==> config.mk <==
export PLATFORM = sky130hd
export DESIGN_NAME = int_context_ctrl_flat
export DESIGN_NICKNAME = d
export VERILOG_FILES = /design/src/rtl/int_context_ctrl_if.sv /design/src/rtl/int_context_ctrl.sv /design/src/flat_wrapper.sv
export SDC_FILE = /design/constraint.sdc
export NUM_CORES = 1
export LEC_CHECK = 0
export ABC_AREA = 1
export ABC_CLOCK_PERIOD_IN_PS = 1300
export CAP_MARGIN = 20
export CELL_PAD_IN_SITES_DETAIL_PLACEMENT = 0
export CELL_PAD_IN_SITES_GLOBAL_PLACEMENT = 2
export CORE_UTILIZATION = 19
export CTS_BUF_LIST = sky130_fd_sc_hd__clkbuf_2 sky130_fd_sc_hd__clkbuf_4 sky130_fd_sc_hd__clkbuf_8
export CTS_CLUSTER_DIAMETER = 80
export DETAILED_ROUTE_END_ITERATION = 10
export PLACE_DENSITY_LB_ADDON = 0.1
export REMOVE_ABC_BUFFERS = 1
export SYNTH_ARGS = -nofsm -noshare
export SYNTH_HDL_FRONTEND = slang
export SYNTH_SLANG_ARGS = --single-unit
==> constraint.sdc <==
create_clock -name CLK -period 1.3 [get_ports CLK]
set_input_delay 0.26 -clock CLK [delete_from_list [all_inputs] [get_ports CLK]]
set_output_delay 0.26 -clock CLK [all_outputs]
set_load 0.02 [all_outputs]
==> src/rtl/int_context_ctrl_if.sv <==
// Fetch/interrupt handshake bundle between the sequencer (slave) and its
// fetch/decode/CC-bank neighbours (master).
interface int_context_ctrl_if #(
  parameter int VEC_W = 16
);
  logic             FETCH;
  logic             INTEN;
  logic             INT0_REQ;
  logic             INT1_REQ;
  logic             RETI;
  logic [1:0]       CC_REGX;
  logic             CCL_ENRX;
  logic             CCL_EN0X;
  logic             CCL_EN1X;
  logic             INT_TAKE;
  logic [VEC_W-1:0] INT_VECTOR;
  logic             INT0_ACK;
  logic             INT1_ACK;
  logic [1:0]       INT_LEVEL;

  modport master (
    output FETCH, INTEN, INT0_REQ, INT1_REQ, RETI,
    input  CC_REGX, CCL_ENRX, CCL_EN0X, CCL_EN1X,
    input  INT_TAKE, INT_VECTOR, INT0_ACK, INT1_ACK, INT_LEVEL
  );

  modport slave (
    input  FETCH, INTEN, INT0_REQ, INT1_REQ, RETI,
    output CC_REGX, CCL_ENRX, CCL_EN0X, CCL_EN1X,
    output INT_TAKE, INT_VECTOR, INT0_ACK, INT1_ACK, INT_LEVEL
  );
endinterface

==> src/rtl/int_context_ctrl.sv <==
// Two-level interrupt context sequencer driving the CC bank select/load enables.
// Optional: INT_EDGE_DETECT_EN makes pending requests edge-latched instead of level.
module int_context_ctrl #(
  parameter int               VEC_W = 16,
  parameter logic [VEC_W-1:0] VEC0  = 16'h0008,
  parameter logic [VEC_W-1:0] VEC1  = 16'h0010
) (
  input logic               CLK,
  input logic               RESET,
  int_context_ctrl_if.slave bus
);

  typedef enum logic [1:0] {
    S_RUN,
    S_I0,
    S_I1,
    S_I1N
  } state_t;

  state_t     r_state;
  state_t     w_next;
  logic       w_p0;
  logic       w_p1;
  logic       w_take0;
  logic       w_take1;
  logic       w_elig;
  logic       w_reti;
  logic [1:0] w_lvl;

`ifdef INT_EDGE_DETECT_EN
  logic r_prev0;
  logic r_prev1;
  logic r_p0;
  logic r_p1;

  // A fresh edge counts in the cycle it arrives, so a take can consume it immediately.
  assign w_p0 = r_p0 | (bus.INT0_REQ & ~r_prev0);
  assign w_p1 = r_p1 | (bus.INT1_REQ & ~r_prev1);

  always_ff @(posedge CLK or posedge RESET) begin
    if (RESET) begin
      r_prev0 <= 1'b0;
      r_prev1 <= 1'b0;
      r_p0    <= 1'b0;
      r_p1    <= 1'b0;
    end else begin
      r_prev0 <= bus.INT0_REQ;
      r_prev1 <= bus.INT1_REQ;
      r_p0    <= w_p0 & ~w_take0;
      r_p1    <= w_p1 & ~w_take1;
    end
  end
`else
  assign w_p0 = bus.INT0_REQ;
  assign w_p1 = bus.INT1_REQ;
`endif

  assign w_reti = bus.FETCH & bus.RETI;
  assign w_elig = bus.FETCH & bus.INTEN & ~bus.RETI;

  always_comb begin
    w_take0 = 1'b0;
    w_take1 = 1'b0;
    w_next  = r_state;
    if (w_reti) begin
      case (r_state)
        S_I0:    w_next = S_RUN;
        S_I1:    w_next = S_RUN;
        S_I1N:   w_next = S_I0;
        default: w_next = S_RUN;
      endcase
    end else if (w_elig) begin
      case (r_state)
        S_RUN: begin
          if (w_p1) begin
            w_take1 = 1'b1;
            w_next  = S_I1;
          end else if (w_p0) begin
            w_take0 = 1'b1;
            w_next  = S_I0;
          end
        end
        S_I0: begin
          if (w_p1) begin
            w_take1 = 1'b1;
            w_next  = S_I1N;
          end
        end
        default: w_next = r_state;
      endcase
    end
  end

  always_comb begin
    case (w_next)
      S_RUN:   w_lvl = 2'b00;
      S_I0:    w_lvl = 2'b01;
      default: w_lvl = 2'b10;
    endcase
  end

  always_ff @(posedge CLK or posedge RESET) begin
    if (RESET) begin
      r_state        <= S_RUN;
      bus.CC_REGX    <= 2'b00;
      bus.INT_LEVEL  <= 2'b00;
      bus.CCL_ENRX   <= 1'b1;
      bus.CCL_EN0X   <= 1'b0;
      bus.CCL_EN1X   <= 1'b0;
      bus.INT_TAKE   <= 1'b0;
      bus.INT0_ACK   <= 1'b0;
      bus.INT1_ACK   <= 1'b0;
      bus.INT_VECTOR <= '0;
    end else begin
      r_state       <= w_next;
      bus.CC_REGX   <= w_lvl;
      bus.INT_LEVEL <= w_lvl;
      bus.CCL_ENRX  <= (w_lvl == 2'b00);
      bus.CCL_EN0X  <= (w_lvl == 2'b01);
      bus.CCL_EN1X  <= (w_lvl == 2'b10);
      bus.INT_TAKE  <= w_take0 | w_take1;
      bus.INT0_ACK  <= w_take0;
      bus.INT1_ACK  <= w_take1;
      if (w_take1)
        bus.INT_VECTOR <= VEC1;
      else if (w_take0)
        bus.INT_VECTOR <= VEC0;
    end
  end

endmodule

==> src/flat_wrapper.sv <==
// flat-port wrapper written by rule: the top's interface ports become plain ports
module int_context_ctrl_flat 
#(
  parameter int               VEC_W = 16,
  parameter logic [VEC_W-1:0] VEC0  = 16'h0008,
  parameter logic [VEC_W-1:0] VEC1  = 16'h0010
)
  (CLK, RESET, bus_FETCH, bus_INTEN, bus_INT0_REQ, bus_INT1_REQ, bus_RETI, bus_CC_REGX, bus_CCL_ENRX, bus_CCL_EN0X, bus_CCL_EN1X, bus_INT_TAKE, bus_INT_VECTOR, bus_INT0_ACK, bus_INT1_ACK, bus_INT_LEVEL);
  int_context_ctrl_if #(.VEC_W(VEC_W)) bus_i ();
  input logic CLK;
  input logic RESET;
  input wire logic [$bits(bus_i.FETCH)-1:0] bus_FETCH;
  input wire logic [$bits(bus_i.INTEN)-1:0] bus_INTEN;
  input wire logic [$bits(bus_i.INT0_REQ)-1:0] bus_INT0_REQ;
  input wire logic [$bits(bus_i.INT1_REQ)-1:0] bus_INT1_REQ;
  input wire logic [$bits(bus_i.RETI)-1:0] bus_RETI;
  output wire logic [$bits(bus_i.CC_REGX)-1:0] bus_CC_REGX;
  output wire logic [$bits(bus_i.CCL_ENRX)-1:0] bus_CCL_ENRX;
  output wire logic [$bits(bus_i.CCL_EN0X)-1:0] bus_CCL_EN0X;
  output wire logic [$bits(bus_i.CCL_EN1X)-1:0] bus_CCL_EN1X;
  output wire logic [$bits(bus_i.INT_TAKE)-1:0] bus_INT_TAKE;
  output wire logic [$bits(bus_i.INT_VECTOR)-1:0] bus_INT_VECTOR;
  output wire logic [$bits(bus_i.INT0_ACK)-1:0] bus_INT0_ACK;
  output wire logic [$bits(bus_i.INT1_ACK)-1:0] bus_INT1_ACK;
  output wire logic [$bits(bus_i.INT_LEVEL)-1:0] bus_INT_LEVEL;
  assign bus_i.FETCH = bus_FETCH;
  assign bus_i.INTEN = bus_INTEN;
  assign bus_i.INT0_REQ = bus_INT0_REQ;
  assign bus_i.INT1_REQ = bus_INT1_REQ;
  assign bus_i.RETI = bus_RETI;
  assign bus_CC_REGX = bus_i.CC_REGX;
  assign bus_CCL_ENRX = bus_i.CCL_ENRX;
  assign bus_CCL_EN0X = bus_i.CCL_EN0X;
  assign bus_CCL_EN1X = bus_i.CCL_EN1X;
  assign bus_INT_TAKE = bus_i.INT_TAKE;
  assign bus_INT_VECTOR = bus_i.INT_VECTOR;
  assign bus_INT0_ACK = bus_i.INT0_ACK;
  assign bus_INT1_ACK = bus_i.INT1_ACK;
  assign bus_INT_LEVEL = bus_i.INT_LEVEL;
  int_context_ctrl #(.VEC_W(VEC_W), .VEC0(VEC0), .VEC1(VEC1)) u_core (.CLK(CLK), .RESET(RESET), .bus(bus_i));
endmodule
# After elaboration in Yosys (flattened, before gate mapping)
# Cells that the tools add are included.
[word_totals]
inputBits = 7
word_cells = 43
regBits = 26
out_inout_bits = 26
[op_classes]
n_mux = 19
bitwise_logic = 5
eq_ne = 5
n_reduce_logical = 5
[ops]
columns = ["cell", "count"]
rows = [
  ["16-bit 2-to-1 mux", 2],
  ["1-bit 2-to-1 mux", 10],
  ["2-bit 2-to-1 mux", 5],
  ["2-bit case mux with 2 select lines", 2],
  ["2-bit by 1-bit equality test with 1-bit output, second input constant", 3],
  ["2-bit zero test", 3],
  ["2-bit equality test, second input constant", 2],
  ["1-bit AND", 3],
  ["2-bit nonzero test", 1],
  ["2-bit OR reduction", 1],
  ["1-bit NOT", 1],
  ["1-bit OR", 1],
]

# Longest topological paths before layout
# Gate-level depths: netlist of the first run.
[depth]
ltp_word = 8
depth_mapped = 7
ltp_nobuf = 7

# Worst setup path before layout of the first run
# OpenSTA, ideal clock, no wires.
[synth_timing]
kind = "register to register"
from = "reg, netlist name u_core.bus.CCL_EN1X"
to = "reg u_core.bus.INT_VECTOR[4]"
arrival_time_ns = 0.926
slack_ns = 0.253
stages_incl_launch_ff = 7
n_path_buf = 0
cell_sequence = "dfrtp_1 -> nor2_1 -> nand2_1 -> nor2_4 -> inv_2 -> nand2_1 -> nand2_1"
[synth_rtl]
columns = ["item", "line_no", "source"]
rows = [
  ["to (signal assigned)", "int_context_ctrl.sv:113", "bus.INT_VECTOR <= '0;"],
  ["to (signal assigned)", "int_context_ctrl.sv:125", "bus.INT_VECTOR <= VEC1;"],
  ["to (signal assigned)", "int_context_ctrl.sv:127", "bus.INT_VECTOR <= VEC0;"],
  ["to (decl)", "int_context_ctrl_if.sv:30", "output INT_TAKE, INT_VECTOR, INT0_ACK, INT1_ACK, INT_LEVEL"],
]

# Final worst setup path of the first run
[layout_timing]
from = "reg u_core.bus.CCL_EN1X"
to = "out bus_CCL_EN1X"
[layout_rtl]
columns = ["item", "line_no", "source"]
rows = [
  ["from (decl)", "int_context_ctrl_if.sv:29", "output CC_REGX, CCL_ENRX, CCL_EN0X, CCL_EN1X,"],
  ["from (signal assigned)", "int_context_ctrl.sv:120", "bus.CCL_EN1X <= (w_lvl == 2'b10);"],
  ["to (decl)", "flat_wrapper.sv:20", "output wire logic [$bits(bus_i.CCL_EN1X)-1:0] bus_CCL_EN1X;"],
]
# No word-level cell between the ends.

==> flow_summary_export.csv, run 1 <==
group,metric,value,unit
outcome,run_status,"finished clean",
cells_and_area,layout.cells.non_filler,111,
timing,period_minus_slack,1.24,ns
power,ir_worst_vdd,0.484,mV
power,switching_share,33.1,%
detailed_routing,routedWlPerCell,8.03,um
floorplanning,die-area,2990,sq um
power,p_int,0.000545,W
global_route,grt_util_all_layers,7.17,%
clock_network,clockBufferDepth,2,
worst_setup_path,cp_num_buf_inv,1,
floorplanning,die_x,54.7,um
detailed_routing,wl,891,um
power,power_density,1180,nW/um^2
worst_setup_path,start_kind,"flip-flop",
detailed_routing,viasPerCell,3.43,
timing,tns,0,ns
cells_and_area,fillers,302,
synth,ys_ff_latch,9,
timing,finalSetupViolations,0,
timing,whs,0.272,ns
worst_setup_path,critPathArrivalTime,0.98,ns
clock_network,postCtsSetupBuffers,0,
timing,timing.final.crit_share,95.8,%
job,drv_cap,0,
worst_setup_path,path_max_fanout,4,
power,clkPwrFrac,28.1,%
synth,ys_seq_area_share,43.0,%
detailed_routing,drt_iter0_drc,7,
cells_and_area,drive_gt1_share,22.2,%
clock_network,cts_tree,"yes",
cells_and_area,antenna_cells,0,
place,dp_hpwl,758,um
worst_setup_path,end_kind,"primary output",
synth,netlist_area,527,sq um
floorplanning,core_area,2540,sq um
synth,yosys_warnings,0,
timing,hold_viol,0,
timing,fmax,803,MHz
global_route,grt_max_degree,10,
worst_setup_path,critPathMaxStageDelay,0.40,ns
cells_and_area,multi_input_area,184,sq um
power,pwr-share-comb,31.0,%
synth,synthDistinctLibCells,14,
detailed_routing,first_pass_iters,2,
worst_setup_path,path_cells,"dlygate4sd2_1",
clock_network,cts_root_buf,"clkbuf_4",
global_route,grt_pass1_wl,1.39,mm
clock_network,htreeDepth,1,
detailed_routing,route.detailed.drc,0,
clock_network,clkLatencyLatePin,0.25,ns
power,p_leak,0.405,nW
worst_setup_path,crit_path_top_delay_cell,"dfrtp_1",
clock_network,clk_pin_slew,0.06,ns
global_route,grt_pass1_vias,315,
timing,clock_skew,0.00127,ns
floorplanning,start_util,20.7,%
synth,postSynthAreaPerCell,8.64,sq um
floorplanning,fp-row-count,18,
cells_and_area,synthToLayoutAreaGrowth,31.4,%
floorplanning,die_y,54.7,um
cells_and_area,seqCellArea,226,sq um
timing,rsz0062_at_grt,"yes",
place,placed_cells,107,
power,switchingPower,0.000270,W
detailed_routing,vias,381,
synth,syn_inst,61,
floorplanning,pin_count,33,
global_route,grt_overflow,0,
cells_and_area,nNetsFinal,89,
worst_setup_path,cp.required,1.04,ns
global_route,antenna_found_initial,0,
detailed_routing,final_antenna_net_count,0,
power,p_seq_share,40.9,%
clock_network,cts_inserted_buffers,3,
worst_hold_path,hold_class,"input pin to asynchronous set/reset pin",
clock_network,cts_sinks,9,
place,globalplace.congestion,0.657,
timing,maxSlewViolCount,0,
worst_setup_path,crit_type,"flip-flop to primary output",
place,port-buffer-count,18,
worst_setup_path,crit_family,"flip-flops",
==> path summary, 6_finish.rpt <==
check / from / end / slack (ns) / depth (start not counted)
max: u_core.bus.CCL_EN1X$_DFF_PP0_ / bus_CCL_EN1X / 0.06 / 1
min: RESET / u_core.bus.INT0_ACK$_DFF_PP0_ / 0.27 / 2
max reg2reg: u_core.bus.CCL_EN1X$_DFF_PP0_ / u_core.bus.INT_VECTOR[4]$_DFFE_PP0P_ / 0.16 / 7
min reg2reg: u_core.bus.INT_VECTOR[4]$_DFFE_PP0P_ / u_core.bus.INT_VECTOR[4]$_DFFE_PP0P_ / 0.47 / 2
max in group asynchronous: RESET / u_core.bus.CCL_ENRX$_DFF_PP1_ / 0.73 / 2
min in group CLK: u_core.bus.INT_VECTOR[4]$_DFFE_PP0P_ / u_core.bus.INT_VECTOR[4]$_DFFE_PP0P_ / 0.47 / 2
==> layer usage <==
layer / vias to the layer above / global-route usage (%) / share of wire, %
met1: 175 / 7.30 / 42
met3: 0 / 5.00 / 9.7
met5: - / 0 / 0
li1: 188 / - / -
met4: 0 / 2.56 / 0
met2: 18 / 11.4 / 49
==> power groups by stage <==
stage	combinational [W]	clock (W)	sequential, W
6_report	0.000253	0.000229	0.000333
5_1_grt	0.000279	0.000264	0.000341
4_1_cts	0.000260	0.000245	0.000334
3_5_place_dp	0.000288	0	0.000341
3_3_place_gp	0.000289	0	0.000341
2_1_floorplan	0.0000944	0	0.000401
==> layout make-up <==
| class | count | area share [%] |
|---|---|---|
| clock buffer | 4 | 4.34 |
| inverter | 8 | 4.34 |
| multi-input combinational | 39 | 26.6 |
| sequential | 9 | 32.7 |
| tap | 30 | 5.42 |
| timing repair buffer | 21 | 26.6 |
==> cells in the final DEF, fill, tap and decap left out <==
cell	Yosys	routed
dlygate4sd2_1	0	11
inv_2	2	2
nand2_1	10	10
nand3_1	3	3
inv_1	6	6
nor2_2	2	2
nor2_4	2	2
clkbuf_4	0	4
buf_2	0	1
buf_4	18	3
o21ai_2	1	1
nor2_1	5	5
dfstp_2	1	1
nand2_2	1	1
clkdlybuf4s50_1	0	6
dfrtp_1	8	8
nand3_2	1	1
conb_1	1	14
==> synthesized netlist by cell type (all sizes together) <==
cell	number	area share [%]
dfrtp	8	38
nand3	4	4.7
nand2	11	8.3
inv	8	5.7
conb	1	0.71
buf	18	26
o21ai	1	1.7
dfstp	1	5.0
nor2	9	10
==> logic make-up after synthesis <==
| logic type | Yosys count | synth area share, % |
|---|---|---|
| buf+inv | 26 | 31.4 |
| simple gates | 24 | 23.3 |
| compound gates | 1 | 1.66 |
| other cells | 1 | 0.712 |
| flops | 9 | 43.0 |
==> stage by stage <==
| step | cell area (sq um) | setup WS, ns | util (%) | total power, W |
|---|---|---|---|---|
| floorplan | 440 | 0.0463 | - | 0.000495 |
| CTS | 698 | 0.0147 | 27.4 | 0.000839 |
| global route | 692 | -0.0111 | 27.2 | 0.000884 |
| detailed placement | 681 | -0.0924 | 26.7 | 0.000630 |
| finish | 692 | 0.0551 | 27.2 | 0.000815 |
| global placement | 681 | -0.0839 | 26.7 | 0.000630 |
==> state kept, by name, summed over array words and instances (netlist names) <==
| name | flops |
|---|---|
| u_core.bus.CCL_EN0X | 1 |
| u_core.bus.INT1_ACK | 1 |
| u_core.bus.INT_VECTOR | 2 |
| u_core.bus.CCL_EN1X | 1 |
| u_core.bus.CCL_ENRX | 1 |
| u_core.r_state | 1 |
| u_core.bus.INT0_ACK | 1 |
| u_core.bus.INT_TAKE | 1 |
==> timing repair <==
| action | CTS | global route |
|---|---|---|
| pin swaps | 0 | 0 |
| gates resized for setup | 14 | 1 |
| endpoints found under the setup margin | 12 | 4 |
| hold buffers | 0 | 0 |
No activity file was read; power rests on OpenSTA's default activity.
==> inputs of run 2 (changes only) <==
--- a/config.mk
+++ b/config.mk
@@ -14,6 +14,8 @@
 export CTS_BUF_LIST = sky130_fd_sc_hd__clkbuf_2 sky130_fd_sc_hd__clkbuf_4 sky130_fd_sc_hd__clkbuf_8
 export CTS_CLUSTER_DIAMETER = 80
 export DETAILED_ROUTE_END_ITERATION = 10
+export HOLD_SLACK_MARGIN = 0.06
+export MAX_ROUTING_LAYER = met4
 export PLACE_DENSITY_LB_ADDON = 0.1
 export REMOVE_ABC_BUFFERS = 1
 export SYNTH_ARGS = -nofsm -noshare
==> run 2 against run 1 <==
Compared with the run above: final area stayed put; hold slack hardly changed; final cell count stayed put; flip-flop and latch count stayed put; first-iteration DRC count unchanged; maximum frequency is essentially flat; critical path type unchanged.
==> flow_summary_export.csv, run 2 (same netlist as run 1, synthesis figures left out) <==
group,metric,value,unit
clock_network,cts_tree,"yes",
clock_network,clockBufferDepth,2,
worst_setup_path,reg2regPathDepth,7,
worst_setup_path,crit_type,"flip-flop to primary output",
clock_network,cts_root_buf,"clkbuf_4",
detailed_routing,route.detailed.drc,0,
worst_setup_path,crit_path_top_delay_cell,"dfrtp_1",
timing,timing.final.crit_share,95.8,%
detailed_routing,routedWlPerCell,8.03,um
global_route,grt_overflow,0,
floorplanning,pin_count,33,
timing,fmax,803,MHz
power,ir_worst_vdd,0.484,mV
cells_and_area,synthToLayoutAreaGrowth,31.4,%
floorplanning,start_util,20.7,%
global_route,grt_pass1_vias,314,
global_route,grt_util_all_layers,7.37,%
floorplanning,core_area,2540,sq um
job,drv_cap,0,
worst_setup_path,crit_family,"flip-flops",
place,dp_hpwl,758,um
worst_setup_path,start_kind,"flip-flop",
global_route,grt_pass1_wl,1.39,mm
detailed_routing,drt_iter0_drc,7,
detailed_routing,first_pass_iters,2,
timing,maxSlewViolCount,0,
timing,clock_skew,0.00127,ns
worst_setup_path,critPathArrivalTime,0.98,ns
detailed_routing,vias,381,
global_route,antenna_found_initial,0,
floorplanning,fp-row-count,18,
place,globalplace.congestion,0.663,
detailed_routing,wl,891,um
worst_setup_path,cp_num_buf_inv,1,
power,power_density,1180,nW/um^2
cells_and_area,nNetsFinal,89,
timing,rsz0062_at_grt,"yes",
power,p_leak,0.405,nW
clock_network,clk_pin_slew,0.06,ns
worst_setup_path,cp.required,1.04,ns
cells_and_area,antenna_cells,0,
place,port-buffer-count,18,
worst_setup_path,path_cells,"dlygate4sd2_1",
cells_and_area,regMostFlops,"u_core.bus.INT_VECTOR",
power,p_total,0.000815,W
worst_setup_path,path_max_fanout,4,
worst_hold_path,hold_class,"input pin to asynchronous set/reset pin",
clock_network,clkLatencyLatePin,0.25,ns
floorplanning,die-area,2990,sq um
cells_and_area,most-common-layout-cells,"conb_1, dlygate4sd2_1, nand2_1",
cells_and_area,largest_reg_flops,2,
cells_and_area,final_common_cell,"conb_1",
detailed_routing,viasPerCell,3.43,
timing,period_minus_slack,1.24,ns
floorplanning,die_x,54.7,um
clock_network,cts_inserted_buffers,3,
timing,finalSetupViolations,0,
worst_setup_path,critPathMaxStageDelay,0.40,ns
clock_network,htreeDepth,1,
cells_and_area,drive_gt1_share,22.2,%
worst_setup_path,end_kind,"primary output",
outcome,run_status,"finished clean",
global_route,grt_max_degree,10,
cells_and_area,fin_util,27.2,%
timing,hold_viol,0,
worst_setup_path,path_depth,1,
clock_network,cts_sinks,9,
floorplanning,die_y,54.7,um
detailed_routing,final_antenna_net_count,0,
[run 2: through the flow]
step	setup WS, ns	hold WS [ns]	cells	instance area, sq um	setup TNS (ns)
6_report	0.0550	0.272	111	692	0
3_5_place_dp	-0.0924	0.464	107	681	-0.368
2_1_floorplan	0.0463	0.0872	56	440	0
4_1_cts	0.0147	0.277	111	698	0
5_1_grt	-0.0111	0.312	111	692	-0.0252
3_3_place_gp	-0.0839	0.461	107	681	-0.339
[run 2: routing by layer]
metal  wire length [um]  track usage, %  vias to the layer above
met3                 86            5.00                        0
met5                  0               -                        -
met1                370            7.30                      175
met2                435            11.4                       18
met4                  0            2.56                        0
li1                   -               -                      188
[run 2: repair_timing]
item                                    in CTS  in global routing
gates resized for setup                     14                  1
cloned                                       0                  0
endpoints found under the setup margin      12                  4
hold buffers                                 0                  0
buffers inserted                             0                  0
[run 2: layout make-up]
class | count | area, sq um
Timing Repair Buffer | 21 | 184
Sequential cell | 9 | 226
Tap cell | 30 | 37.5
Multi-Input combinational cell | 39 | 184
Inverter | 8 | 30.0
Fill cell | 302 | 1850
Clock buffer | 4 | 30.0
[run 2: final timing paths]
| path | from | endpoint | slack [ns] |
|---|---|---|---|
| setup / recovery | u_core.bus.CCL_EN1X$_DFF_PP0_ | bus_CCL_EN1X | 0.06 |
| hold / removal | RESET | u_core.bus.INT0_ACK$_DFF_PP0_ | 0.27 |
| setup reg to reg | u_core.bus.CCL_EN1X$_DFF_PP0_ | u_core.bus.INT_VECTOR[4]$_DFFE_PP0P_ | 0.16 |
| hold reg to reg | u_core.bus.INT_VECTOR[4]$_DFFE_PP0P_ | u_core.bus.INT_VECTOR[4]$_DFFE_PP0P_ | 0.47 |
| max in group asynchronous | RESET | u_core.bus.CCL_ENRX$_DFF_PP1_ | 0.73 |
| min in group CLK | u_core.bus.INT_VECTOR[4]$_DFFE_PP0P_ | u_core.bus.INT_VECTOR[4]$_DFFE_PP0P_ | 0.47 |
[run 2: power by group]
| part | internal (W) | switching (W) |
|---|---|---|
| sequential | 0.000318 | 0.0000151 |
| clock | 0.000139 | 0.0000903 |
| combinational | 0.0000882 | 0.000165 |
| total | 0.000545 | 0.000270 |
